<file path="config.mk">
export PLATFORM = sky130hd
export DESIGN_NAME = icache_refill_ctrl
export DESIGN_NICKNAME = d
export VERILOG_FILES = /design/src/rtl/icache_refill_ctrl.sv
export SDC_FILE = /design/constraint.sdc
export NUM_CORES = 1
export LEC_CHECK = 0
export ABC_AREA = 1
export CAP_MARGIN = 10
export CORE_ASPECT_RATIO = 1.2
export CORE_UTILIZATION = 43
export DETAILED_ROUTE_END_ITERATION = 10
export GPL_ROUTABILITY_DRIVEN = 0
export PLACE_DENSITY = 0.77
export SLEW_MARGIN = 20
export SYNTH_ARGS = -nofsm -noshare
export SYNTH_HDL_FRONTEND = slang
export SYNTH_SLANG_ARGS = --single-unit
</file>
<file path="constraint.sdc">
create_clock -name clk -period 1.6 [get_ports clk]
set_input_delay 0.16 -clock clk [delete_from_list [all_inputs] [get_ports clk]]
set_output_delay 0.16 -clock clk [all_outputs]
set_load 0.05 [all_outputs]
</file>
<file path="src/rtl/icache_refill_ctrl.sv">
// icache_refill_ctrl: miss-handling controller for a 4-line direct-mapped
// instruction cache (128-byte lines, tag = pc[31:9], index = pc[8:7]).
// Owns tag/valid state, accepts one outstanding miss, issues a 32-beat burst
// read, streams returned words into the data array, then installs the line.
//
// Optional feature macro: ICACHE_CRITICAL_WORD_FIRST_EN
//   defined   : burst starts at the missing word, fill_word wraps 31->0
//   undefined : burst starts at word 0 of the line
//
// Ports
//   clk, rst_n            clock, async active-low reset
//   miss_req, miss_pc     fetch miss request (sampled in IDLE only)
//   inv_all               invalidate all lines
//   mem_req/mem_addr      burst read request, held until mem_gnt
//   mem_gnt               request accepted
//   mem_rvalid/mem_rdata  returned beats (gaps allowed)
//   fill_we/idx/word/data data-array write port
//   cache_tag, cache_v    per-line tag and valid
//   cache_load            one-cycle pulse: line installed or already present
//   busy                  refill in progress
module icache_refill_ctrl (
    input  logic             clk,
    input  logic             rst_n,
    input  logic             miss_req,
    input  logic [31:0]      miss_pc,
    input  logic             inv_all,
    output logic             mem_req,
    output logic [31:0]      mem_addr,
    input  logic             mem_gnt,
    input  logic             mem_rvalid,
    input  logic [31:0]      mem_rdata,
    output logic             fill_we,
    output logic [1:0]       fill_idx,
    output logic [4:0]       fill_word,
    output logic [31:0]      fill_data,
    output logic [3:0][22:0] cache_tag,
    output logic [3:0]       cache_v,
    output logic             cache_load,
    output logic             busy
);

    localparam int unsigned LINES  = 4;
    localparam int unsigned IDX_W  = 2;
    localparam int unsigned WORD_W = 5;
    localparam int unsigned TAG_W  = 23;
    localparam int unsigned XLEN   = 32;

    typedef enum logic [1:0] {S_IDLE, S_REQ, S_FILL, S_DONE} state_t;

    state_t                       r_state, w_state_nxt;
    logic [IDX_W-1:0]             r_idx, w_idx_nxt;
    logic [TAG_W-1:0]             r_tag, w_tag_nxt;
    logic [WORD_W-1:0]            r_start, w_start_nxt;
    logic [WORD_W-1:0]            r_beat, w_beat_nxt;
    logic                         r_stale, w_stale_nxt;
    logic                         r_mem_req, w_mem_req_nxt;
    logic [XLEN-1:0]              r_mem_addr, w_mem_addr_nxt;
    logic                         r_fill_we, w_fill_we_nxt;
    logic [WORD_W-1:0]            r_fill_word, w_fill_word_nxt;
    logic [XLEN-1:0]              r_fill_data, w_fill_data_nxt;
    logic [LINES-1:0][TAG_W-1:0]  r_tags, w_tags_nxt;
    logic [LINES-1:0]             r_v, w_v_nxt;
    logic                         r_load, w_load_nxt;
    logic                         r_busy;

    logic [IDX_W-1:0]             w_miss_idx;
    logic [TAG_W-1:0]             w_miss_tag;
    logic [WORD_W-1:0]            w_miss_start;
    logic [XLEN-1:0]              w_miss_addr;
    logic                         w_hit;
    logic                         w_unused_pc_bits;

    assign w_miss_idx       = miss_pc[8:7];
    assign w_miss_tag       = miss_pc[31:9];
    assign w_unused_pc_bits = ^miss_pc[6:0];

`ifdef ICACHE_CRITICAL_WORD_FIRST_EN
    assign w_miss_start = miss_pc[6:2];
    assign w_miss_addr  = {miss_pc[31:2], 2'b00};
`else
    assign w_miss_start = '0;
    assign w_miss_addr  = {miss_pc[31:7], 7'b0};
`endif

    // A simultaneous invalidate makes the line count as absent.
    assign w_hit = r_v[w_miss_idx] && (r_tags[w_miss_idx] == w_miss_tag) && !inv_all;

    // Next-state and next-output logic.
    always_comb begin
        w_state_nxt     = r_state;
        w_idx_nxt       = r_idx;
        w_tag_nxt       = r_tag;
        w_start_nxt     = r_start;
        w_beat_nxt      = r_beat;
        w_stale_nxt     = r_stale | (inv_all && (r_state != S_IDLE));
        w_mem_req_nxt   = r_mem_req;
        w_mem_addr_nxt  = r_mem_addr;
        w_fill_we_nxt   = 1'b0;
        w_fill_word_nxt = r_fill_word;
        w_fill_data_nxt = r_fill_data;
        w_tags_nxt      = r_tags;
        w_v_nxt         = inv_all ? '0 : r_v;
        w_load_nxt      = 1'b0;

        case (r_state)
            S_IDLE: begin
                if (miss_req) begin
                    if (w_hit) begin
                        w_load_nxt = 1'b1;
                    end else begin
                        w_idx_nxt             = w_miss_idx;
                        w_tag_nxt             = w_miss_tag;
                        w_start_nxt           = w_miss_start;
                        w_beat_nxt            = '0;
                        w_stale_nxt           = 1'b0;
                        w_v_nxt[w_miss_idx]   = 1'b0;
                        w_mem_req_nxt         = 1'b1;
                        w_mem_addr_nxt        = w_miss_addr;
                        w_state_nxt           = S_REQ;
                    end
                end
            end
            S_REQ: begin
                if (mem_gnt) begin
                    w_mem_req_nxt = 1'b0;
                    w_state_nxt   = S_FILL;
                end
            end
            S_FILL: begin
                if (mem_rvalid) begin
                    w_fill_we_nxt   = 1'b1;
                    w_fill_word_nxt = WORD_W'(r_start + r_beat);
                    w_fill_data_nxt = mem_rdata;
                    w_beat_nxt      = WORD_W'(r_beat + 5'd1);
                    if (r_beat == 5'd31) begin
                        w_state_nxt = S_DONE;
                    end
                end
            end
            S_DONE: begin
                // Stale or concurrently invalidated fills install the tag but stay invalid.
                w_tags_nxt[r_idx] = r_tag;
                if (!r_stale && !inv_all) begin
                    w_v_nxt[r_idx] = 1'b1;
                end
                w_load_nxt  = 1'b1;
                w_stale_nxt = 1'b0;
                w_state_nxt = S_IDLE;
            end
            default: begin
                w_state_nxt = S_IDLE;
            end
        endcase
    end

    // State and output registers.
    always_ff @(posedge clk or negedge rst_n) begin
        if (!rst_n) begin
            r_state     <= S_IDLE;
            r_idx       <= '0;
            r_tag       <= '0;
            r_start     <= '0;
            r_beat      <= '0;
            r_stale     <= 1'b0;
            r_mem_req   <= 1'b0;
            r_mem_addr  <= '0;
            r_fill_we   <= 1'b0;
            r_fill_word <= '0;
            r_fill_data <= '0;
            r_tags      <= '0;
            r_v         <= '0;
            r_load      <= 1'b0;
            r_busy      <= 1'b0;
        end else begin
            r_state     <= w_state_nxt;
            r_idx       <= w_idx_nxt;
            r_tag       <= w_tag_nxt;
            r_start     <= w_start_nxt;
            r_beat      <= w_beat_nxt;
            r_stale     <= w_stale_nxt;
            r_mem_req   <= w_mem_req_nxt;
            r_mem_addr  <= w_mem_addr_nxt;
            r_fill_we   <= w_fill_we_nxt;
            r_fill_word <= w_fill_word_nxt;
            r_fill_data <= w_fill_data_nxt;
            r_tags      <= w_tags_nxt;
            r_v         <= w_v_nxt;
            r_load      <= w_load_nxt;
            r_busy      <= (w_state_nxt != S_IDLE);
        end
    end

    assign mem_req    = r_mem_req;
    assign mem_addr   = r_mem_addr;
    assign fill_we    = r_fill_we;
    assign fill_idx   = r_idx;
    assign fill_word  = r_fill_word;
    assign fill_data  = r_fill_data;
    assign cache_tag  = r_tags;
    assign cache_v    = r_v;
    assign cache_load = r_load;
    assign busy       = r_busy;

endmodule
</file>
# [Word level (Yosys, flattened, before mapping)]
# Index checks and enable logic that the tools add are counted.
[word_totals] reg_bits=195 inputBits=70
[classes] n_addsub=1 n_lt_le_gt_ge=4 n_eq_ne=9 mux=38 bitwise_logic=5 reduce_logical=17
[ops] op="bitwise mux 92 bit" n=1
[ops] op="binary-select mux 23 bit (select 2 bit)" n=1
[ops] op="demux 23 bit (select 2 bit)" n=1
[ops] op="2-to-1 mux 23 bit" n=2
[ops] op="equality test 23 bit" n=1
[ops] op="2-to-1 mux 4 bit" n=4
[ops] op="2-to-1 mux 5 bit" n=3
[ops] op="2-to-1 mux 1 bit" n=12
[ops] op="2-to-1 mux 2 bit" n=5
[ops] op="one-hot mux 5 bit (2 select lines)" n=1
[ops] op="!= test 2 bit (second input constant)" n=4
[ops] op="one-hot mux 2 bit (4 select lines)" n=1
[ops] op="one-hot mux 4 bit (2 select lines)" n=1
[ops] op="AND reduction 4 bit" n=2
[ops] op="nonzero test 2 bit" n=4
[ops] op="logical AND 1 bit" n=6
[ops] op="less-than comparator 2 x 3 -> 1 bit (second input constant)" n=2
[ops] op="one-hot mux 1 bit (2 select lines)" n=3
[ops] op="adder 5 x 1 -> 5 bit (second input constant)" n=1
[ops] op="equality test 5 bit (second input constant)" n=1
[ops] op="AND 4 bit" n=1
[ops] op="demux 1 bit (select 2 bit)" n=2
[ops] op="equality test 2 bit (second input constant)" n=2
[ops] op=">= comparator 2 x 1 -> 1 bit (second input constant)" n=2
[ops] op="other kinds (10)" n=11

# [Logic depth before layout (Yosys ltp)]
# Gate-level depths: netlist (run 1).
[logic_depth] depth_word=9 depth_mapped=18 depth_no_buf=16

# [Worst setup path before layout (run 1)]
# OpenSTA, ideal clock, no wires.
[synth_path] kind="register -> register" from="register r_v[0] (netlist: cache_v[0])" to="register r_busy (netlist: busy)" t_arrival_ps=1827 required_time_ps=1473 path_slack_ps=-354 stages_incl_launch_ff=14 synth_period_minus_slack_ps=1954 cell_sequence="dfrtp_1 -> inv_1 -> o21ai_0 -> nand2_1 -> nand2_1 -> nand2_1 -> nor2_1 -> nand2_1 -> nor2_2 -> nand4_2 -> nand2_2 -> buf_6 -> nand2_2 -> nand3b_1"
[synth_between] elab_chain_len=8
[synth_rtl] item="start: declaration" line="62" text="logic [LINES-1:0] r_v, w_v_nxt;"
[synth_rtl] item="start signal: assignment" line="187" text="r_v <= w_v_nxt;"
[synth_rtl] item="binary-select mux 1 bit (select 2 bit)" line="86" text="assign w_hit = r_v[w_miss_idx] && (r_tags[w_miss_idx] == w_miss_tag) && !inv_all;"
[synth_rtl] item="2-to-1 mux 1 bit (not written as such)" line="86"
[synth_rtl] item="logical AND 1 bit (2 in a row)" line="86"
[synth_rtl] item="2-to-1 mux 2 bit" line="108" text="if (w_hit) begin"
[synth_rtl] item="2-to-1 mux 2 bit" line="107" text="if (miss_req) begin"
[synth_rtl] item="one-hot mux 2 bit (4 select lines)" line="105" text="case (r_state)"
[synth_rtl] item="named net w_state_nxt[0]" line="50" text="state_t r_state, w_state_nxt;"
[synth_rtl] item="nonzero test 2 bit" line="189" text="r_busy <= (w_state_nxt != S_IDLE);"
[synth_rtl] item="end signal: assignment" line="189"
[synth_rtl] item="end: declaration" line="64" text="logic r_busy;"
# The timed path passes the listed nets, and every way through them passes these cells. The select of a mux whose other input is x is not followed.
# A chain may end at the register's enable or synchronous reset.

# [Worst setup path after layout (run 1)]
[layout_path] from="register r_tags (netlist bit cache_tag[69])" to="register r_busy (netlist: busy)"
[layout_between] elab_chain_len=9
[layout_rtl] item="start: declaration" line="61" text="logic [LINES-1:0][TAG_W-1:0] r_tags, w_tags_nxt;"
[layout_rtl] item="start signal: assignment" line="186" text="r_tags <= w_tags_nxt;"
[layout_rtl] item="binary-select mux 23 bit (select 2 bit)" line="86"
[layout_rtl] item="2-to-1 mux 23 bit (not written as such)" line="86"
[layout_rtl] item="equality test 23 bit" line="86"
[layout_rtl] item="logical AND 1 bit (2 in a row)" line="86"
[layout_rtl] item="2-to-1 mux 2 bit" line="108"
[layout_rtl] item="2-to-1 mux 2 bit" line="107"
[layout_rtl] item="one-hot mux 2 bit (4 select lines)" line="105"
[layout_rtl] item="named net w_state_nxt[0]" line="50"
[layout_rtl] item="nonzero test 2 bit" line="189"
# The timed path passes the listed nets, and every way through them passes these cells. The select of a mux whose other input is x is not followed.

==> results of run 1 <==
-- layer usage --
metal / up-vias / track usage
met3: 67 / 0.0611
li1: 3931 / -
met5: - / 0
met1: 3898 / 0.321
met2: 414 / 0.496
met4: 0 / 0.131
-- layout make-up --
type / count / area (um2) / share of cell area
inverters: 75 / 289 / 0.0235
multi-input cells: 745 / 3390 / 0.276
well taps: 224 / 280 / 0.0228
repair buffers: 381 / 3250 / 0.264
flip-flops and latches: 170 / 4380 / 0.356
clock inverters: 10 / 211 / 0.0172
diodes: 1 / 2.50 / 0.000204
clock buffers: 22 / 484 / 0.0394
-- kinds of logic (layout without fill, tap and decap cells) --
family          count (synthesis)  count (layout)  share of synthesized area
fa+ha+maj                       6               6                    0.00941
other cells                     1               8                   0.000470
xor+xnor                        1               1                    0.00110
compound gates                141             141                     0.0903
buf+inv                       131             488                     0.0764
simple gates                  590             590                      0.289
flops                         170             170                      0.533
-- registers in the layout, indices dropped and copies added (netlist names), 2 cells and up --
name	count
cache_tag	92
r_beat	5
r_tag	23
r_state	2
cache_v	4
fill_word	5
fill_data	32
-- cell usage in the layout (no fill, tap or decap), drive strengths merged --
master / Yosys / final
nor3: 1 / 1
xnor2: 1 / 1
diode: 0 / 1
nand2: 507 / 507
dlygate4sd3: 0 / 1
nand4: 4 / 4
bufinv: 0 / 6
ha: 6 / 6
clkinvlp: 0 / 3
nor2: 39 / 39
or2: 2 / 2
o21a: 1 / 1
nand3b: 1 / 1
o21ai: 124 / 124
a22oi: 1 / 1
conb: 1 / 7
inv: 73 / 73
dlygate4sd2: 0 / 1
dfrtp: 170 / 170
clkinv: 2 / 3
buf: 31 / 319
o22ai: 4 / 4
nand3: 36 / 36
clkdlybuf4s50: 0 / 59
clkbuf: 25 / 23
a32o: 1 / 1
a21oi: 10 / 10
-- worst register-to-register path, cell delays in order (launching register included) --
cell,delay (ps)
dfrtp_2,400
inv_1,50
nor2_1,30
a21oi_1,150
nand2_1,80
nand2_1,70
nand2_1,50
nor2_1,90
nand2_1,100
nor2_4,180
nand4_4,160
nand2_8,170
buf_6,120
nand2_4,40
nand3b_1,140
-- cell usage after synthesis (all sizes together) --
cell	count
nor2	39
a21oi	10
clkinv	2
conb	1
inv	73
dfrtp	170
nand3	36
buf	31
xnor2	1
o22ai	4
or2	2
a32o	1
o21a	1
o21ai	124
nand4	4
clkbuf	25
nand2	507
a22oi	1
nand3b	1
ha	6
nor3	1
-- power groups by stage --
stage	Combinational [W]	Clock (W)	Sequential, W
finish	0.0159	0.00484	0.00745
global route	0.0168	0.00503	0.00763
CTS	0.0157	0.00485	0.00740
detailed placement	0.0152	0	0.00740
global placement	0.0150	0	0.00736
floorplan	0.00334	0	0.0132
-- worst min-delay path by stage --
stage	end	depth (start not counted)	slack [ps]	from
after floorplan	busy	0	-140	rst_n
after global placement	cache_tag[83]	1	120	rst_n
after detailed placement	cache_tag[58]	1	130	rst_n
after CTS	cache_tag[58]	2	260	rst_n
after global routing	cache_tag[58]	2	270	rst_n
final	cache_tag[81]	2	240	rst_n
-- repair_timing --
item / CTS / global route
gates resized for setup: 44 / 59
hold buffers: 1 / 0
cloned: 2 / 1
endpoints found under the hold margin: 41 / 0
endpoints found under the setup margin: 40 / 51
buffers inserted: 3 / 4
pin swaps: 3 / 18
-- metrics by stage --
stage / power [W] / hold WS [ps] / setup TNS (ps) / util / instances
global route: 0.0295 / 272 / -14690 / 0.676 / 1627
CTS: 0.0279 / 256 / -11340 / 0.668 / 1624
floorplan: 0.0166 / -136 / -5070 / - / 1046
detailed placement: 0.0226 / 126 / -31530 / 0.618 / 1586
finish: 0.0282 / 238 / -11440 / 0.676 / 1628
global placement: 0.0223 / 123 / -28120 / 0.618 / 1586
==> results.md, run 1 <==
Outcome:
- The flow ran to the end, but the final reports show violations.
- The final reports fail on negative setup slack.

Detailed routing:
- The remaining antenna violation count after routing is 0.
- The DRC violation count after routing is 0.
- The detailed-routing wirelength on met1 is 10100 um.
- After detailed routing, the average wire length per cell comes to 16.2 um.
- Wire segments on met2 add up to 13400 um in the final route.
- The uppermost signal routing layer after detailed routing is met4.
- The routed via count divided by cell count is 5.10.
- The total length of routed met3 wires is 1930 um.
- The via count is 8310.
- For this block, the routed nets add up to 26400 um of wire.
- The first detailed-routing pass ran for 5 iterations.
- In this run, the number of DRC markers left after iteration 0 of detailed routing was 689.

Synthesis:
- The synthesized design spends more area on one cell type than any other, namely dfrtp_1.
- Ranked by total cell area, the synthesized netlist is headed by dfrtp_1 53%, nand2_1 24%, o21ai_0 7.7%, inv_1 3.3%, nand3_1 2.3%.
- The share of the Yosys chip area taken by registers is 0.533.
- Of the post-synthesis cell area, the dominant cell type holds 0.533.
- The distinct cell type count of the synthesized netlist is 30.
- Yosys printed 0 warnings.
- The post-synth design cell area is 0.00798 mm2.
- Counting flops and latches in the post-synthesis netlist gives 170.
- The gate count of the mapped netlist is 1040.
- The mean area per synthesized cell is 7.67 um2.

Critical path:
- The setup check on the worst reg-to-reg path leaves a slack of -360 ps.
- The signal on the critical path passes through inv_1 > nor2_1 > a21oi_1 > nand2_1 > nand2_1 > nand2_1 > nor2_1 > nand2_1 > nor2_4 > nand4_4 > nand2_8 > buf_6 > nand2_4 > nand3b_1.
- The number of buffers and inverters on the critical path is 2.
- The startpoint of the worst setup timing path is cache_tag[69].
- In this run the number of cells on the critical path is 14.
- The startpoint of the worst-slack reg-to-reg timing path is cache_tag[69].
- STA classifies the critical path endpoint as a register.
- By instance count, the cell type seen most on the critical path is nand2_1.
- STA classifies the critical path startpoint as a register.
- The worst register-to-register path has a depth of 14.
- The cell type group with the largest total delay on the critical path is simple AND/OR/NAND/NOR gates.
- The largest individual stage delay along the critical path comes from the cell dfrtp_2.
- At the worst endpoint, the arrival time is 2260 ps.
- Following the worst setup path forward leads to its endpoint at busy.
- The type of the worst setup path is register to register.
- The endpoint identified for the worst register-to-register timing path is busy.
- STA puts the critical path data required time at 1900 ps.
- For this run, the slowest stage of the critical path takes 400 ps.
- The worst-path maximum fanout is 6.

Power and ir drop:
- The clock network fraction of design power is 0.172.
- The static leakage power is 6.43 nW.
- The reported net switching power is 0.0136 W.
- The portion of total power attributed to combinational logic is 0.564.
- The worst-case IR drop observed on VDD is 1190 uV.
- Of the total power, the share spent switching nets is 0.482.
- The sequential power share is 0.264.
- The power per cell area is 2300 mW/mm2.
- The internal power of the cells is 0.0146 W.

Floorplan:
- The die extent in y is 151 um.
- The floorplan has 54 rows.
- During I/O placement, the number of pins put on the boundary was 241.
- The core area is 0.0182 mm2.
- The die footprint is 0.0191 mm2.
- From left edge to right edge, the die measures 126 um.
- For this configuration, the core starts out at a cell density of 0.439.

STA:
- Setup repair after global routing could not meet its margin everywhere.
- The post-route clock period utilization is 1.22.
- Between clock sinks in the finished design, the worst skew comes to 7.54 ps.
- The remaining max-slew budget at the tightest pin is 0.658.
- The post-layout worst setup margin is -356 ps.
- The worst path in the final design needs a cycle of 1960 ps, including I/O delays and setup.
- The measured slew at the worst slew-check pin is 509 ps.
- The setup violation total in the final timing report is 40.
- The final count of hold timing violations came to 0.
- Static timing analysis puts the maximum clock frequency at 0.511 GHz.
- The number of max-slew violations in the final report is 0.

CTS:
- Clock tree synthesis inserted a total of 17 buffers.
- The clock input transition at the sequential cells of the worst setup and hold paths is 60 ps.
- The TritonCTS clock tree is done.
- The master cell of the clock root buffer is clkbuf_16.
- The number of buffers on the longest clock path is 2.
- The number of clock sinks is 170.
- At the later pin of the worst-skew pair, clock insertion delay measures 420 ps.
- The H-tree was split into 4 levels.

Global routing:
- The initial antenna violation count is 1.
- Entering global routing, the biggest net connects 48 pins.
- The overall fraction of global-route tracks in use is 0.279.
- Summed over all layers, the global routing overflow is 0.
- The number of global-route vias before repair was 8006.
- The first global-routing pass estimated 40700 um of wire.

Min path:
- The worst min-delay path category is input pin to asynchronous set/reset pin.

Placement:
- The sum of net half-perimeters after detailed placement is 18900 um.
- The post-placement worst setup slack is -857 ps.
- Buffers placed on the I/O ports in this run total 226.
- Once placement finished, the instance area stood at 0.0112 mm2.

Final layout:
- Relative to the synthesized area, the layout overhead comes to 54.0%.
- The proportion of layout cells with a drive suffix above 1 is 0.377.
- The number of nets in the final layout is 1466.
- After filler insertion, the fill cell instance count of the layout stands at 1431.
- The final design instance area without fill is 0.0123 mm2.

Job:
- Across the run, the number of max-cap violations was 0.
Note: power is estimated with default switching activity, not from simulation.
==> run 2, diff against run 1 <==
--- a/config.mk
+++ b/config.mk
@@ -11,6 +11,7 @@
 export CORE_UTILIZATION = 43
 export DETAILED_ROUTE_END_ITERATION = 10
 export GPL_ROUTABILITY_DRIVEN = 0
+export HOLD_SLACK_MARGIN = 0.08
 export PLACE_DENSITY = 0.77
 export SLEW_MARGIN = 20
 export SYNTH_ARGS = -nofsm -noshare
==> results of run 2 <==
No change in the layout: final DEF, timing and power equal those of run 1.
==> run 3, diff against run 2 <==
--- a/config.mk
+++ b/config.mk
@@ -8,6 +8,7 @@
 export ABC_AREA = 1
 export CAP_MARGIN = 10
 export CORE_ASPECT_RATIO = 1.2
+export CORE_MARGIN = 2
 export CORE_UTILIZATION = 43
 export DETAILED_ROUTE_END_ITERATION = 10
 export GPL_ROUTABILITY_DRIVEN = 0
==> run 3 against run 2 <==
  * The flow still finishes with violations (negative setup slack)
  * Wire length fell by 3.4%
  * Sequential cell count did not move
  * Cell count rose by 0.25%
  * Cell area fell by 1.2%
==> results.md, run 3 (synthesis gave the netlist of run 1 again) <==
Final layout:
- The area occupied by registers is 0.00438 mm2.
- 0 antenna diodes ended up in the layout.
- Leaving out fill and tap cells, the most frequent cells in the layout are 472 x nand2_1, 305 x buf_4, 107 x o21ai_0, 97 x dfrtp_2, 73 x dfrtp_1.
- The library cell used most frequently in the layout, excluding fill and tap cells, is nand2_1.
- The number of flip-flops under the largest register name is 92.
- Compared with the post-synthesis result, the final layout area differs by 52.2%.
- At the end of the flow, the number of nets in the layout was 1471.
- After routing the design area is 0.0121 mm2.
- The filler cells instantiated in the layout total 1425.
- Summing all multi-input logic gate instances after layout gives 0.00339 mm2.
- In the final layout, the share of cells above drive strength 1 is 0.374.

Detailed routing:
- The remaining antenna violation count after routing is 0.
- The initial detailed-routing violation count is 533.
- Dividing the detail-routed wire length by the instance count gives 15.6 um.
- The first-pass iteration count of the detailed router is 5.
- The via count is 8158.
- The DRC violation count after routing is 0.
- The final routed wirelength across all metal layers is 25500 um.
- The routed via count divided by cell count is 5.00.

Floorplan:
- From bottom edge to top edge, the die measures 153 um.
- The number of core rows is 54.
- The die covers 0.0197 mm2.
- The core area is 0.0182 mm2.
- The initial standard-cell utilization of the core is 0.439.
- The die extent in x is 128 um.
- The top-level port count is 241.

CTS:
- The clock passes through at most 2 buffers.
- The number of clock sinks is 170.
- The H-tree depth reported by CTS is 4.
- In this run the clock root is driven by a clkbuf_16.
- The number of buffers created by CTS is 17.
- The clock input transition at the sequential cells of the worst setup and hold paths is 60 ps.
- The clock network latency to the later pin of the worst-skew pair is 430 ps.
- The TritonCTS clock tree is done.

Critical path:
- The critical path starts at cache_tag[81].
- The kind of end point of the critical path is a register.
- The largest individual stage delay along the critical path comes from the cell dfrtp_2.
- In this run the critical register-to-register path is launched from cache_tag[81].
- The worst-path maximum fanout is 6.
- Data on the critical path arrives at its endpoint at 2230 ps.
- The type of the worst setup path is register to register.
- The most numerous cell type found on the critical path is nand2_1.
- The required time of the worst setup path is 1910 ps.
- Traced cell by cell, the critical path runs through nand2_1 > nand2_2 > nand2_1 > nand2_1 > nand2_1 > nand2_2 > nor2_2 > nand2_1 > nor2_2 > nand4_4 > nand2_8 > buf_6 > nand2_4 > nand3b_1.
- The largest single stage delay on the critical path is 400 ps.
- STA classifies the critical path startpoint as a register.

Power and ir drop:
- The sequential power share is 0.271.
- The internal portion of the total power is 0.0138 W.
- The share of total power consumed by net switching is 0.495.
- The portion of total power attributed to combinational logic is 0.579.
- The power per cell area is 2250 mW/mm2.
- The largest vdd supply drop is 1520 uV.
- The reported net switching power is 0.0135 W.
- The share of total power dissipated in the clock network is 0.150.
- The total power consumption of the routed design is 0.0273 W.
- The analysis attributes to cell leakage a power of 6.37 nW.

STA:
- The final count of hold timing violations is 0.
- After layout, the minimum clock period comes to 1920 ps.
- In the finished design, the share of the clock period the worst path needs comes to 1.20.
- Static timing analysis puts the maximum clock frequency at 0.521 GHz.
- The post-layout worst setup margin is -318 ps.
- For the final database, setup skew stands at 6.97 ps.
- Setup repair after global routing could not meet its margin everywhere.
- The number of max-slew violations in the final report was 0.
- The setup total negative slack is -9830 ps.
- The setup violation total in the final timing report is 40.

Global routing:
- The overall overflow remaining after global route is 0.
- The largest net degree at the start of global routing is 44.
- Across every metal layer, demand over resource in global routing totals 0.266.
- The number of global-route vias before repair was 8145.
- The first global-routing pass estimated 40700 um of wire.
- The initial antenna violation count came to 0.

Placement:
- The placed instances occupy a cell area of 0.0112 mm2.
- The sum of net half-perimeters after detailed placement is 18900 um.
- The number of port buffers is 226.

Outcome:
- The final reports fail on negative setup slack.
- The run finished, with violations left.

Job:
- The max-capacitance violation count is 0.

Min path:
- The worst min-delay path category is input pin to asynchronous set/reset pin.
[run 3: cell count changes in the layout (fill, tap and decap cells not counted), moves of 3 or more]
cell	delta
a21oi_1	-3
a21oi_2	+3
buf_12	-4
buf_4	+6
buf_6	+4
bufinv_16	-4
clkbuf_8	-4
clkinv_2	+4
nand2_1	+10
nand2_2	-10
nor2_1	-5
nor2_2	+6
o21ai_0	+9
o21ai_2	-7
[run 3: repair_timing]
action,in CTS,in global routing
hold endpoints to repair,156,0
endpoints found under the setup margin,54,70
gates cloned,2,0
hold buffers,1,0
gates resized for setup,38,54
setup buffers,5,3
pin swaps,9,23
[run 3: final cells by class]
cell class                      count  share of cell area
Sequential cell                   170               0.360
Multi-Input combinational cell    745               0.279
Timing Repair Buffer              386               0.266
Clock buffer                       18              0.0353
Inverter                           75              0.0238
Tap cell                          224              0.0231
Clock inverter                     14              0.0122
[run 3: final timing paths]
kind / endpoint / slack [ps] / cells after the start
worst max-delay path: busy / -320 / 14
worst min-delay path: cache_tag[58] / 220 / 2
worst max register to register: busy / -320 / 14
worst min register to register: fill_data[26] / 490 / 2
max in group asynchronous: cache_tag[46] / 760 / 3
min in group clk: fill_data[27] / 260 / 3
[run 3: critical path: cells and delay by family (launching register included)]
kind / cells / cell delay (ps)
AND/OR/NAND/NOR: 13 / 1300
flip-flops: 1 / 400
buffers and inverters: 1 / 120
[run 3: routing by layer]
layer  part of all wire  global-route usage  vias to the layer above
li1                   -                   -                     3932
met2               0.50               0.438                      368
met5                  0                   0                        -
met3              0.086              0.0728                       48
met1               0.39               0.329                     3810
met4              0.027               0.109                        0
[run 3: stage by stage]
step	util	cells	hold slack (ps)	setup WS, ps
after floorplan	-	1046	-136	-220
after global placement	0.618	1591	127	-817
after detailed placement	0.618	1591	125	-935
after CTS	0.661	1631	236	-299
after global routing	0.668	1632	251	-462
final	0.668	1632	224	-318
[run 3: power by group through the flow]
stage / combinational, W / sequential [W] / clock (W)
floorplan: 0.00334 / 0.0132 / 0
finish: 0.0158 / 0.00740 / 0.00409
CTS: 0.0157 / 0.00736 / 0.00413
global placement: 0.0150 / 0.00734 / 0
detailed placement: 0.0153 / 0.00738 / 0
global route: 0.0168 / 0.00762 / 0.00433
